$ cat src/rtl/monitor_pkg.sv
// monitor_pkg: verdict/classification types and the store classifier shared by store_monitor
package monitor_pkg;
  typedef enum logic [1:0] {RUN = 2'd0, PASS = 2'd1, FAIL = 2'd2, TIMEOUT = 2'd3} state_t;
  typedef enum logic [1:0] {ST_NONE, ST_PASS, ST_FAIL, ST_SCRATCH} store_cls_t;
  function automatic store_cls_t classify(input logic mw, input logic [31:0] adr, input logic [31:0] data,
                                          input logic [31:0] pass_adr, input logic [31:0] pass_data,
                                          input logic [31:0] scratch_adr);
    return !mw ? ST_NONE : adr == pass_adr ? (data == pass_data ? ST_PASS : ST_FAIL) :
           adr == scratch_adr ? ST_SCRATCH : ST_FAIL;
  endfunction
endpackage

$ cat src/rtl/sat_counter.sv
// sat_counter: W-bit up counter (clk, rst_n async low, clr sync, en) saturating at all-ones, output q
module sat_counter #(
  parameter int W = 16
) (
  input  logic         clk,
  input  logic         rst_n,
  input  logic         clr,
  input  logic         en,
  output logic [W-1:0] q
);
  logic [W-1:0] q_q, q_d;
  always_comb q_d = clr ? '0 : (en && !(&q_q)) ? q_q + 1'b1 : q_q;
  always_ff @(posedge clk or negedge rst_n)
    if (!rst_n) q_q <= '0;
    else q_q <= q_d;
  assign q = q_q;
endmodule

$ cat src/rtl/store_monitor.sv
// store_monitor: classifies committed stores into a sticky RUN/PASS/FAIL/TIMEOUT verdict with halt, counters and last-store capture
module store_monitor
  import monitor_pkg::*;
#(
  parameter logic [31:0] PASS_ADDR      = 32'd100,
  parameter logic [31:0] PASS_DATA      = 32'd25,
  parameter logic [31:0] SCRATCH_ADDR   = 32'd96,
  parameter int          TIMEOUT_CYCLES = 1000,
  parameter int          CNT_W          = 16
) (
  input  logic             clk,
  input  logic             reset,
  input  logic             clear,
  input  logic             MemWrite,
  input  logic [31:0]      DataAdr,
  input  logic [31:0]      WriteData,
  output logic [1:0]       state,
  output logic             done,
  output logic             halt,
  output logic [CNT_W-1:0] store_count,
  output logic [CNT_W-1:0] cycle_count,
  output logic [31:0]      last_adr,
  output logic [31:0]      last_data
);
  state_t      state_q, state_d;
  logic [31:0] last_adr_q, last_adr_d, last_data_q, last_data_d;
  store_cls_t  cls;
  logic        run, acc, tmo;
  always_comb begin
    run         = state_q == RUN;
    acc         = run && MemWrite;
    cls         = classify(MemWrite, DataAdr, WriteData, PASS_ADDR, PASS_DATA, SCRATCH_ADDR);
    tmo         = run && cycle_count == CNT_W'(TIMEOUT_CYCLES - 1);
    state_d     = clear ? RUN : !run ? state_q : cls == ST_PASS ? PASS : cls == ST_FAIL ? FAIL :
                  tmo ? TIMEOUT : RUN;
    last_adr_d  = clear ? '0 : acc ? DataAdr : last_adr_q;
    last_data_d = clear ? '0 : acc ? WriteData : last_data_q;
  end
  always_ff @(posedge clk or negedge reset)
    if (!reset) begin
      state_q     <= RUN;
      last_adr_q  <= '0;
      last_data_q <= '0;
    end else begin
      state_q     <= state_d;
      last_adr_q  <= last_adr_d;
      last_data_q <= last_data_d;
    end
  sat_counter #(.W(CNT_W)) u_store_cnt (
    .clk(clk), .rst_n(reset), .clr(clear), .en(acc), .q(store_count)
  );
  sat_counter #(.W(CNT_W)) u_cycle_cnt (
    .clk(clk), .rst_n(reset), .clr(clear), .en(run), .q(cycle_count)
  );
  assign state     = state_q;
  assign done      = !run;
  assign halt      = !run;
  assign last_adr  = last_adr_q;
  assign last_data = last_data_q;
endmodule

$ cat config.mk
export PLATFORM = sky130hd
export DESIGN_NAME = store_monitor
export DESIGN_NICKNAME = d
export VERILOG_FILES = /design/src/rtl/monitor_pkg.sv /design/src/rtl/sat_counter.sv /design/src/rtl/store_monitor.sv
export SDC_FILE = /design/constraint.sdc
export NUM_CORES = 1
export LEC_CHECK = 0
export CAP_MARGIN = 20
export CORE_UTILIZATION = 48
export DETAILED_ROUTE_END_ITERATION = 16
export PLACE_DENSITY = 0.92
export SYNTH_ARGS = -nofsm -noshare
export SYNTH_HDL_FRONTEND = slang
export SYNTH_SLANG_ARGS = --single-unit
$ cat constraint.sdc
create_clock -name clk -period 4.54 [get_ports clk]
set_input_delay 0.908 -clock clk [delete_from_list [all_inputs] [get_ports clk]]
set_output_delay 0.908 -clock clk [all_outputs]
set_load 0.03 [all_outputs]
==> Word-level counts from Yosys, hierarchy flattened <==
Cells that the tools add are included.
{ "op_classes": {"eq_ne": 6, "addsub": 2, "n_reduce_logical": 14, "n_mux": 17} }
{ "op_table": {"columns": ["operator", "n"], "rows": [
  ["$mux 32", 4],
  ["$eq 32x7->1 const B", 2],
  ["$mux 16", 4],
  ["$add 16x1->16 const B", 2],
  ["$eq 32x5->1 const B", 1],
  ["$reduce_and 16->1", 2],
  ["$eq 16x10->1 const B", 1],
  ["$mux 2", 8],
  ["$reduce_bool 2->1", 4],
  ["$logic_and 1x1->1", 4],
  ["$logic_not 1->1", 3],
  ["$eq 2x1->1 const B", 1],
  ["$eq 2x2->1 const B", 1],
  ["$logic_not 2->1", 1],
  ["$mux 1", 1]
]} }
{ "word_totals": {"output_inout_bits": 100, "regBits": 98, "wordCells": 44} }

==> Longest topological paths before layout <==
{ "logic_depth": {"depth_word": 9, "mapped_depth": 8} }

==> Hierarchy <==
Synthesis repeated with hierarchy kept, for this count alone.
{ "hier_totals": {"cells_unflattened": 540, "hier_area_um2": 4893.4} }
{ "by_module_without_submodules": {"columns": ["mod", "area_per_inst_um2", "instances", "seq_area_each_um2", "cells_per_inst"], "rows": [
  ["store_monitor", 2886.5, 1, 1651.6, 324],
  ["sat_counter", 1003.5, 2, 400.4, 108]
]} }

==> Worst setup path before layout <==
No wires, ideal clock.
{ "synth_timing": {"path_type": "input to register", "start": "input DataAdr[27]", "end": "register state_q[0], in the netlist state[0]", "t_arrival_ps": 2192, "path_slack_ps": 2254, "required_time_ps": 4446, "n_path_buf": 0, "stages": 5, "cell_sequence": "nor4_1 > nand4_1 > or4_1 > o21a_1 > a221oi_2"} }
{ "synth_between": {"elab_chain_cells": 9, "word_cells_on_any_way": 11, "cone_classes": "eq/ne: 4; mux: 7"} }
{ "synth_rtl": {"columns": ["item", "line_no", "source"], "rows": [
  ["start: declaration", "store_monitor.sv:15", "input logic [31:0] DataAdr,"],
  ["$eq 32x7->1", "monitor_pkg.sv:9", "adr == scratch_adr ? ST_SCRATCH : ST_FAIL;"],
  ["$mux 1", "monitor_pkg.sv:9", null],
  ["$mux 2 * (2 in a row)", "monitor_pkg.sv:8", "return !mw ? ST_NONE : adr == pass_adr ? (data == pass_data ? ST_PASS : ST_FAIL) :"],
  ["$eq 2x2->1", "store_monitor.sv:34", "state_d = clear ? RUN : !run ? state_q : cls == ST_PASS ? PASS : cls == ST_FAIL ? FAIL :"],
  ["$mux 2", "store_monitor.sv:34", null],
  ["$mux 2 * (3 in a row)", "store_monitor.sv:34", null],
  ["end signal: assignment", "store_monitor.sv:45", "state_q <= state_d;"],
  ["end: declaration", "store_monitor.sv:25", "state_t state_q, state_d;"]
]} }
Every way passes the cells marked *; elsewhere a longest branch is shown, timed or not. The select of a mux whose other input is x is not followed.
A chain may end at the register's enable or synchronous reset.

==> Worst setup path after layout <==
{ "layout_timing": {"start": "input MemWrite", "end": "register u_store_cnt.q_q[11], in the netlist u_store_cnt.q[11]"} }
{ "layout_between": {"elab_chain_cells": 3} }
{ "layout_rtl": {"columns": ["item", "line_no", "source"], "rows": [
  ["start: declaration", "store_monitor.sv:14", "input logic MemWrite,"],
  ["$logic_and 1x1->1", "store_monitor.sv:31", "acc = run && MemWrite;"],
  ["$logic_and 1x1->1", "sat_counter.sv:12", "always_comb q_d = clr ? '0 : (en && !(&q_q)) ? q_q + 1'b1 : q_q;"],
  ["$reduce_bool 2->1 (no source line)", null, null],
  ["end signal: assignment", "sat_counter.sv:15", "else q_q <= q_d;"],
  ["end: declaration", "sat_counter.sv:11", "logic [W-1:0] q_q, q_d;"]
]} }
Every way passes these cells.

==> impl_metrics.py <==
metrics = {
    "final_layout": {
        "diodes": 0,
        "final_cell_count_no_fill": 786,
        "final_cell_mix": "165 x clkdlybuf4s50_1, 144 x nand2_1, 98 x dfrtp_1",
        "nets": 723,
        "syn2layout_area_growth_pct": 41.5,
        "drive_above_1_share": 0.0457,
        "final_common_cell": "clkdlybuf4s50_1",
    },
    "clock_tree": {
        "clk-insertion-delay-late_ns": 0.35,
        "clockBufferDepth": 2,
        "holdBufCountCts": 0,
        "cts_tree": "built",
        "cts_buffers": 9,
        "postCtsResizedCells": 0,
        "htree_levels": 3,
        "path_clk_slew_ns": 0.09,
        "cts-root-buf": "clkbuf_8",
        "cts_sinks": 98,
        "post_cts_buffers": 0,
    },
    "drt": {
        "drtAntennaViolNets": 0,
        "drc": 0,
        "dr.pass1.iters": 4,
        "via_count": 4368,
        "drt_iter0_drc": 167,
        "drt-total-wl_mm": 12.4,
        "vias_per_cell": 5.56,
        "wl_per_cell_um": 15.7,
    },
    "pwr": {
        "peakVddDrop_mv": 0.153,
        "p_leak_nw": 2.60,
        "p_per_area_nw_per_um2": 282,
    },
    "sta": {
        "slew_viol_final": 0,
        "rsz0062_at_grt": "false",
        "timing.final.crit_share": 0.611,
        "clock.fmax_ghz": 0.360,
        "finClkSkew_ns": 0.0146,
        "setup_tns_ns": 0,
        "slew_headroom": 0.317,
        "post-route-min-period_ns": 2.78,
        "hold_viol_final": 0,
        "setup_violations": 0,
        "worst_pin_slew_ns": 1.02,
    },
    "worst_hold_path": {
        "hold_class": "flop to flop",
        "min_path_cells": 2,
        "hold_end": "last_data[20]",
        "min_from": "last_data[20]",
    },
    "critical_path": {
        "rr_startpoint": "state[0]",
        "critPathLaunch": "MemWrite",
        "cp.arrival_ns": 3.05,
        "cp.required_ns": 4.81,
        "worstSetupStartpointType": "input pin",
        "reg2reg_depth": 5,
        "cp-end-kind": "flop",
        "r2r-end": "u_store_cnt.q[11]",
        "crit_type": "input pin to flop",
        "rrSetupSlack_ns": 2.31,
        "crit_fanout": 30,
    },
    "synthesis": {
        "syn_inst": 504,
        "seq_area_frac_synth": 0.536,
        "async_flop_share": 1.00,
        "synth_edf_count": 0,
        "ys.flop_type": "dfrtp_1",
        "yosysWarnings": 0,
        "synth_seq_cells": 98,
        "synth.avg_cell_area_um2": 9.08,
        "post_synth_num_cell_types": 51,
        "synth_fp_nets": 574,
        "netlist_area_um2": 4580,
    },
    "die": {
        "die_w_um": 99.6,
        "die-area_um2": 9930,
        "die_height_um": 99.6,
        "num_rows": 35,
        "core_um2": 9240,
        "start_util": 0.495,
        "io_pins": 168,
    },
    "place": {
        "routabilityCongestion": 0.810,
        "port_buffers": 167,
        "placed_cells": 771,
        "dpl.hpwl_mm": 8.75,
    },
    "global_routing": {
        "antenna_found_initial": 0,
        "grt_pass1_wl_mm": 20.4,
        "groute.usage.overall": 0.257,
        "grt_max_degree": 101,
        "grt_pass1_vias": 4283,
        "overflow": 0,
    },
    "flow_run": {
        "maxCapViolations": 0,
    },
    "status": {
        "outcome": "completed",
    },
}
## sequential cells by signal, indices dropped and copies added (netlist names)
register	count
last_adr	32
last_data	32
u_cycle_cnt.q	16
u_store_cnt.q	16
state	2
## synthesized netlist by cell type (2+ instances only)
cell type,n,area [um2]
nand2b_1,2,12.5
or3_1,6,37.5
nand4_1,6,37.5
nor2b_1,2,12.5
nand3_1,11,55.1
clkbuf_1,27,101
o21a_1,3,22.5
mux2i_1,2,20.0
nand2_1,144,541
xor2_1,8,70.1
o31ai_1,10,75.1
buf_6,2,22.5
and3_1,3,18.8
nor4_1,16,100
o21ai_0,6,30.0
inv_1,5,18.8
o2111ai_1,3,26.3
dfrtp_1,98,2450
ha_1,2,25.0
or4_1,11,82.6
nor3_1,2,10.0
and2_1,4,25.0
a21oi_1,82,410
nor4bb_1,2,20.0
o21ai_1,4,20.0
nor2_1,17,63.8
and4_1,2,17.5
## per-layer routing
layer / vias to the layer above / track usage / part of all wire
met3: 28 / 0.0422 / 0.058
li1: 2058 / - / -
met5: - / 0 / 0
met1: 2117 / 0.331 / 0.41
met4: 0 / 0.0916 / 0.023
met2: 165 / 0.439 / 0.51
## cell families after synthesis
| logic type | share of synthesized area |
|---|---|
| AND/OR/NAND/NOR | 0.245 |
| AO/OA/AOI/OAI | 0.153 |
| flip-flops | 0.536 |
| buffers and inverters | 0.0355 |
| XOR/XNOR | 0.0172 |
| multiplexers | 0.00766 |
| adder cells (fa/ha/maj) | 0.00547 |
## final cells by class
class	count	area, um2
Multi-Input combinational cell	368	1960
Sequential cell	98	2450
Timing Repair Buffer	170	1690
Inverter	6	22.5
Clock inverter	4	53.8
Fill cell	683	2770
Clock buffer	11	131
Tap cell	129	161
## critical path, cell delays in order
cell	delay [ns]
clkdlybuf4s50_1	0.56
and3_2	0.58
o2111ai_2	0.31
or4_1	0.54
a21oi_1	0.15
## stage by stage
stage                     setup WS, ns  hold slack [ns]  utilization  total power, mW  instance area [um2]
final                             1.76            0.524        0.700             1.83                 6470
after global routing              1.62            0.542        0.700             1.91                 6470
after CTS                         1.77            0.528        0.700             1.84                 6470
after detailed placement          1.41            0.515        0.680             1.30                 6290
after global placement            1.44            0.509        0.680             1.29                 6290
after floorplan                   2.25            0.612            -             1.12                 4580
## power by group
part | internal [mW] | leakage (nW) | switching [mW]
registers | 0.908 | 1.33 | 0.0252
clock network | 0.254 | 0.0856 | 0.292
logic | 0.147 | 1.18 | 0.202
total | 1.31 | 2.60 | 0.519
## worst max-delay path by stage
| stage | to | slack (ns) | cells past startpoint |
|---|---|---|---|
| after floorplan | state[0] | 2.25 | 5 |
| final | u_store_cnt.q[11] | 1.76 | 5 |
| after global routing | u_store_cnt.q[11] | 1.62 | 5 |
| after CTS | done | 1.77 | 3 |
| after detailed placement | u_store_cnt.q[11] | 1.41 | 5 |
| after global placement | u_store_cnt.q[11] | 1.44 | 5 |
No activity file was read; power rests on OpenSTA's default activity.
